==> src/rtl/uart_tx_fifo.sv <==
// uart_tx_fifo
// Character FIFO in front of a UART transmitter. Queued characters are
// popped one at a time, handed to the transmitter with a one-cycle
// tx_write pulse, and the next one is held back until a full frame time
// (start + data + stop + guard bit) has elapsed.
//
// Ports
//   clk            : clock, all state on rising edge
//   rst            : asynchronous active-high reset
//   wr_en/wr_data  : push a character (dropped when full)
//   clear_overflow : clears the sticky overflow flag
//   full/empty     : FIFO occupancy flags (registered)
//   level          : FIFO entry count (registered)
//   overflow       : sticky "a push was dropped" flag
//   busy           : a character is being launched or is in flight
//   tx_write       : one-cycle start pulse to the transmitter
//   tx_data        : character presented to the transmitter
//
// Build option
//   UART_TX_FIFO_OVERFLOW_EN : when defined, dropped pushes set overflow;
//                              otherwise overflow is tied low.
module uart_tx_fifo #(
    parameter int ClockFreqHz     = 10000000,
    parameter int BaudRate        = 9600,
    parameter int DataBitsSizeInt = 8,
    parameter int Depth           = 16
) (
    input  logic                       clk,
    input  logic                       rst,
    input  logic                       wr_en,
    input  logic [DataBitsSizeInt-1:0] wr_data,
    input  logic                       clear_overflow,
    output logic                       full,
    output logic                       empty,
    output logic [$clog2(Depth):0]     level,
    output logic                       overflow,
    output logic                       busy,
    output logic                       tx_write,
    output logic [DataBitsSizeInt-1:0] tx_data
);

    localparam int DW          = DataBitsSizeInt;
    localparam int PtrW        = $clog2(Depth);
    localparam int LvlW        = PtrW + 1;
    localparam int BitCycles   = ClockFreqHz / BaudRate + 1;
    localparam int FrameCycles = (DW + 3) * BitCycles;
    localparam int CntW        = $clog2(FrameCycles);
    localparam logic [CntW-1:0] CntLoad  = CntW'(FrameCycles - 1);
    localparam logic [LvlW-1:0] LvlFull  = LvlW'(Depth);

    typedef enum logic [1:0] {
        ST_IDLE   = 2'd0,
        ST_LAUNCH = 2'd1,
        ST_WAIT   = 2'd2
    } state_e;

    state_e          state_q;
    logic [CntW-1:0] cnt_q;
    logic [DW-1:0]   mem_q [Depth];
    logic [PtrW-1:0] wr_ptr_q, wr_ptr_d;
    logic [PtrW-1:0] rd_ptr_q, rd_ptr_d;
    logic [LvlW-1:0] level_q, level_d;
    logic            full_q, full_d;
    logic            empty_q, empty_d;
    logic            overflow_q, overflow_d;
    logic            busy_q, tx_write_q;
    logic [DW-1:0]   tx_data_q;
    logic            push_s, pop_s;

    // FIFO next-state: a pop only happens from IDLE; a push only when not full
    always_comb begin
        pop_s    = (state_q == ST_IDLE) && !empty_q;
        push_s   = wr_en && !full_q;
        wr_ptr_d = wr_ptr_q;
        rd_ptr_d = rd_ptr_q;
        level_d  = level_q;
        if (push_s) begin
            wr_ptr_d = wr_ptr_q + PtrW'(1);
        end else begin
            wr_ptr_d = wr_ptr_q;
        end
        if (pop_s) begin
            rd_ptr_d = rd_ptr_q + PtrW'(1);
        end else begin
            rd_ptr_d = rd_ptr_q;
        end
        case ({push_s, pop_s})
            2'b10:   level_d = level_q + LvlW'(1);
            2'b01:   level_d = level_q - LvlW'(1);
            default: level_d = level_q;
        endcase
        // Flags derive from the next level so they stay consistent with it
        full_d  = (level_d == LvlFull);
        empty_d = (level_d == {LvlW{1'b0}});
    end

`ifdef UART_TX_FIFO_OVERFLOW_EN
    // Sticky overflow: a drop in the same cycle as a clear wins
    always_comb begin
        overflow_d = (wr_en && full_q) || (overflow_q && !clear_overflow);
    end
`else
    logic unused_clear_s;
    assign unused_clear_s = clear_overflow;

    // Overflow reporting disabled in this build
    always_comb begin
        overflow_d = 1'b0;
    end
`endif

    // Storage array; entries outside the pointer window are never read, so no reset
    always_ff @(posedge clk) begin
        if (push_s) begin
            mem_q[wr_ptr_q] <= wr_data;
        end
    end

    // FIFO pointers, level and flags
    always_ff @(posedge clk or posedge rst) begin
        if (rst) begin
            wr_ptr_q   <= '0;
            rd_ptr_q   <= '0;
            level_q    <= '0;
            full_q     <= 1'b0;
            empty_q    <= 1'b1;
            overflow_q <= 1'b0;
        end else begin
            wr_ptr_q   <= wr_ptr_d;
            rd_ptr_q   <= rd_ptr_d;
            level_q    <= level_d;
            full_q     <= full_d;
            empty_q    <= empty_d;
            overflow_q <= overflow_d;
        end
    end

    // Launch FSM with registered busy/tx_write/tx_data
    always_ff @(posedge clk or posedge rst) begin
        if (rst) begin
            state_q    <= ST_IDLE;
            cnt_q      <= '0;
            busy_q     <= 1'b0;
            tx_write_q <= 1'b0;
            tx_data_q  <= '0;
        end else begin
            case (state_q)
                ST_IDLE: begin
                    // tx_write is asserted together with entering LAUNCH
                    tx_write_q <= pop_s;
                    if (pop_s) begin
                        tx_data_q <= mem_q[rd_ptr_q];
                        busy_q    <= 1'b1;
                        state_q   <= ST_LAUNCH;
                    end else begin
                        state_q   <= ST_IDLE;
                    end
                end
                ST_LAUNCH: begin
                    tx_write_q <= 1'b0;
                    cnt_q      <= CntLoad;
                    state_q    <= ST_WAIT;
                end
                ST_WAIT: begin
                    tx_write_q <= 1'b0;
                    if (cnt_q == {CntW{1'b0}}) begin
                        busy_q  <= 1'b0;
                        state_q <= ST_IDLE;
                    end else begin
                        cnt_q   <= cnt_q - CntW'(1);
                    end
                end
                default: begin
                    tx_write_q <= 1'b0;
                    busy_q     <= 1'b0;
                    state_q    <= ST_IDLE;
                end
            endcase
        end
    end

    assign full     = full_q;
    assign empty    = empty_q;
    assign level    = level_q;
    assign overflow = overflow_q;
    assign busy     = busy_q;
    assign tx_write = tx_write_q;
    assign tx_data  = tx_data_q;

endmodule

==> config.mk <==
export PLATFORM = sky130hd
export DESIGN_NAME = uart_tx_fifo
export DESIGN_NICKNAME = d
export VERILOG_FILES = /design/src/rtl/uart_tx_fifo.sv
export SDC_FILE = /design/constraint.sdc
export NUM_CORES = 1
export LEC_CHECK = 0
export BUFFER_PORTS_ARGS = -buffer_cell sky130_fd_sc_hd__buf_4
export CAP_MARGIN = 15
export CELL_PAD_IN_SITES_DETAIL_PLACEMENT = 2
export CELL_PAD_IN_SITES_GLOBAL_PLACEMENT = 2
export CORE_MARGIN = 2
export CORE_UTILIZATION = 47
export CTS_CLUSTER_DIAMETER = 100
export DETAILED_ROUTE_END_ITERATION = 16
export PLACE_DENSITY = 0.91
export SETUP_SLACK_MARGIN = 0.15
export SYNTH_ARGS = -nofsm -noshare
export SYNTH_HDL_FRONTEND = slang
export SYNTH_SLANG_ARGS = --single-unit
==> constraint.sdc <==
create_clock -name clk -period 3.5 [get_ports clk]
set_input_delay 0.7 -clock clk [delete_from_list [all_inputs] [get_ports clk]]
set_output_delay 0.7 -clock clk [all_outputs]
set_load 0.005 [all_outputs]
==> impl_metrics.csv <==
group,metric,value,unit
run_status,status,"finished clean",
sta,worstMarginPinSlew,0.944,ns
cells_and_area,syn_to_final_growth,15.1,%
global_route,grtUsageTotal,22.0,%
drt,drtPass1Iterations,5,
clock_tree,htree_levels,4,
global_route,grt_start_max_net_pins,36,
global_route,grt_overflow,0,
cells_and_area,fin_util,55.1,%
cells_and_area,fill_cells,1231,
yosys,synth_area,6940,um2
floorplan,die_x,125,um
cells_and_area,insertedDiodeCount,0,
setup_path,critPathCaptureType,"flip-flop",
setup_path,worstPathBufferInverterCount,1,
setup_path,path_delay_family,"simple AND/OR/NAND/NOR gates",
setup_path,cp_cell_sequence,"inv_1, ha_1, or3b_4, or4_1, o21bai_2, nor4_1, xnor2_1, nor2_1",
yosys,synth_nets,411,
yosys,synth_cell_types,44,
floorplan,die_y,125,um
setup_path,rr_worst_depth,8,
sta,relSlewSlack,36.8,%
cells_and_area,stdcell_area,7980,um2
cells_and_area,multi_input_area,1940,um2
clock_tree,path_clk_slew,0.07,ns
min_path,hp-class,"in -> async",
setup_path,required,3.80,ns
setup_path,start_kind,"flip-flop",
clock_tree,cts_buffer_depth,2,
setup_path,critPathKind,"reg -> reg",
global_route,grt_pass1_vias,4071,
floorplan,core,14500,um2
yosys,async_flop_share,24.3,%
yosys,synth_edf_count,128,
clock_tree,clock_latency,0.44,ns
clock_tree,root_buffer,"clkbuf_16",
drt,vias,3629,
sta,fmax,375,MHz
clock_tree,tritoncts,"yes",
setup_path,slowest_stage,"or4_1",
drt,ant_nets,0,
floorplan,num_rows,44,
pwr,p_leak,0.00273,uW
cells_and_area,drive_gt1_share,29.5,%
sta,period_share,76.2,%
setup_path,reg2reg_from,"cnt_q[0]",
placed_design,hpwl,10900,um
clock_tree,ctsResizeCount,0,
clock_tree,clkSinkCount,169,
cells_and_area,seq_area,4870,um2
global_route,grt_pass1_wl,25300,um
yosys,ys_seq_area_share,70.2,%
clock_tree,cts_hold_buf,0,
clock_tree,cts_buffers,17,
floorplan,dieArea,15700,um2
yosys,syn_inst,391,
drt,wl_per_cell,25.9,um
floorplan,initial_core_util,47.9,%
pwr,power_density,874,nW/um2
pwr,max-vdd-ir-drop,497,uV
drt,via_per_inst,5.82,
cells_and_area,final_nets,447,
sta,rsz0062_at_grt,"false",
yosys,ys.warnings.count,0,
yosys,ys.flop_type,"edfxtp_1",
sta,setup_viol,0,
sta,setup_tns,0,ns
drt,first_iter_violations,194,
setup_path,rr_endpoint,"cnt_q[3]",
yosys,ys_ff_latch,169,
sta,hold_ws,0.277,ns
floorplan,io_pins,30,
drt,drc,0,
sta,fin_crit,2.67,ns
placed_design,port_buffers,27,
setup_path,slowest_delay,0.53,ns
run,maxCapViolations,0,
placed_design,gp_congestion,0.796,
sta,slew_viol_final,0,
setup_path,r2r_slack,0.83,ns
sta,hold_viol,0,
sta,clock_skew,0.0142,ns
placed_design,place_worst_setup_slack,0.565,ns
setup_path,arrival,2.96,ns
setup_path,crit_fanout,11,
yosys,syn_avg_cell_area,17.7,um2
clock_tree,post-cts-setup-buffer-count,0,
drt,wl,16200,um
global_route,antenna_found_initial,0,
placed_design,placed_area,7360,um2
sta,setup_slack,0.835,ns
-- how the worst max path moves through the flow --
stage | start | to | slack [ns] | depth (start not counted)
after floorplan | wr_en | full | 0.79 | 11
after global placement | wr_en | full | 0.70 | 11
after detailed placement | wr_en | full | 0.56 | 11
after CTS | cnt_q[0] | cnt_q[3] | 0.82 | 8
after global routing | cnt_q[0] | cnt_q[3] | 0.65 | 8
final | cnt_q[0] | cnt_q[3] | 0.83 | 8
-- registers in the layout, summed over array words and instances (netlist names), 2 cells and up --
name,flops
tx_data,8
level,5
rd_ptr_q,4
state_q,2
wr_ptr_q,4
cnt_q,14
mem_q,128
-- cell usage after synthesis, types with 2 or more instances --
cell	n	area, um2
nand4_1	2	12.5
mux2_2	10	113
a21boi_0	2	15.0
nor2_1	26	97.6
o211ai_1	2	15.0
buf_2	6	30.0
clkbuf_1	11	41.3
nor3_1	11	55.1
xor2_1	5	43.8
nand4b_1	3	26.3
or4_4	2	22.5
nor3b_1	3	22.5
nand2b_1	5	31.3
ha_1	8	100
or3_1	2	12.5
nand2_1	15	56.3
nor2b_1	3	18.8
a21oi_1	8	40.0
nand2_4	2	22.5
xnor2_1	12	105
mux4_2	40	901
o21ai_0	9	45.0
nand3_1	3	15.0
inv_1	9	33.8
or4_1	5	37.5
dfrtp_1	40	1000
edfxtp_1	128	3840
nor4_1	3	18.8
-- cells in the final DEF (no fill, tap or decap), drive strengths merged, types with 3 or more instances in the layout --
cell type	netlist	layout
edfxtp	128	128
mux4	40	40
dfrtp	40	40
buf	8	36
nor2	26	26
clkbuf	11	17
nand2	17	17
inv	9	14
xnor2	12	12
nor3	12	12
mux2	10	10
o21ai	9	9
a21oi	9	9
ha	8	8
clkinv	0	8
or4	7	7
xor2	5	5
nand2b	5	5
nor2b	3	3
nand3	3	3
nor3b	3	3
nand4b	3	3
nor4	3	3
-- stage by stage --
stage	instances	total power [uW]
global placement	592	4870
CTS	624	7040
global route	624	7310
finish	624	6980
detailed placement	592	5090
floorplan	391	4320
-- worst reg2reg max path, delay by kind of cell, from the launching register on --
kind                     cells  cell delay (ns)
XOR/XNOR                     1             0.18
buffers and inverters        1             0.11
flip-flops                   1             0.42
adder cells (fa/ha/maj)      1             0.18
AO/OA/AOI/OAI                1             0.50
AND/OR/NAND/NOR              4             1.16
-- report_power, final --
part           leakage, uW  internal (uW)  switching, uW
registers          0.00164           2530            404
clock network     0.000300           1030            877
logic             0.000799           1090           1040
total              0.00273           4650           2320
-- cell families (layout without fill, tap and decap cells) --
kind of cell	Yosys count	count (layout)	share of synthesized area, %
flip-flops	169	169	70.2
other	1	1	0.0541
adder cells (fa/ha/maj)	8	8	1.44
XOR/XNOR	17	17	2.15
buffers and inverters	28	77	1.79
AND/OR/NAND/NOR	89	89	7.14
AO/OA/AOI/OAI	29	29	2.58
multiplexers	50	50	14.6
-- area by class of cell --
type,instances,area share (%)
multi-input combinational,194,24.3
inverter,9,0.423
tap,184,2.88
clock buffer,17,5.33
timing repair buffer,36,3.54
clock inverter,15,2.46
sequential,169,61.0
-- routing by layer --
metal / global-route usage (%) / wire length [um] / part of all wire, % / vias up
met1: 27.8 / 6670 / 41 / 1945
met4: 6.54 / 250 / 1.5 / 0
met3: 4.84 / 521 / 3.2 / 17
met5: 0 / 0 / 0 / -
li1: - / - / - / 1600
met2: 38.3 / 8730 / 54 / 67
No activity file was read; power rests on OpenSTA's default activity.
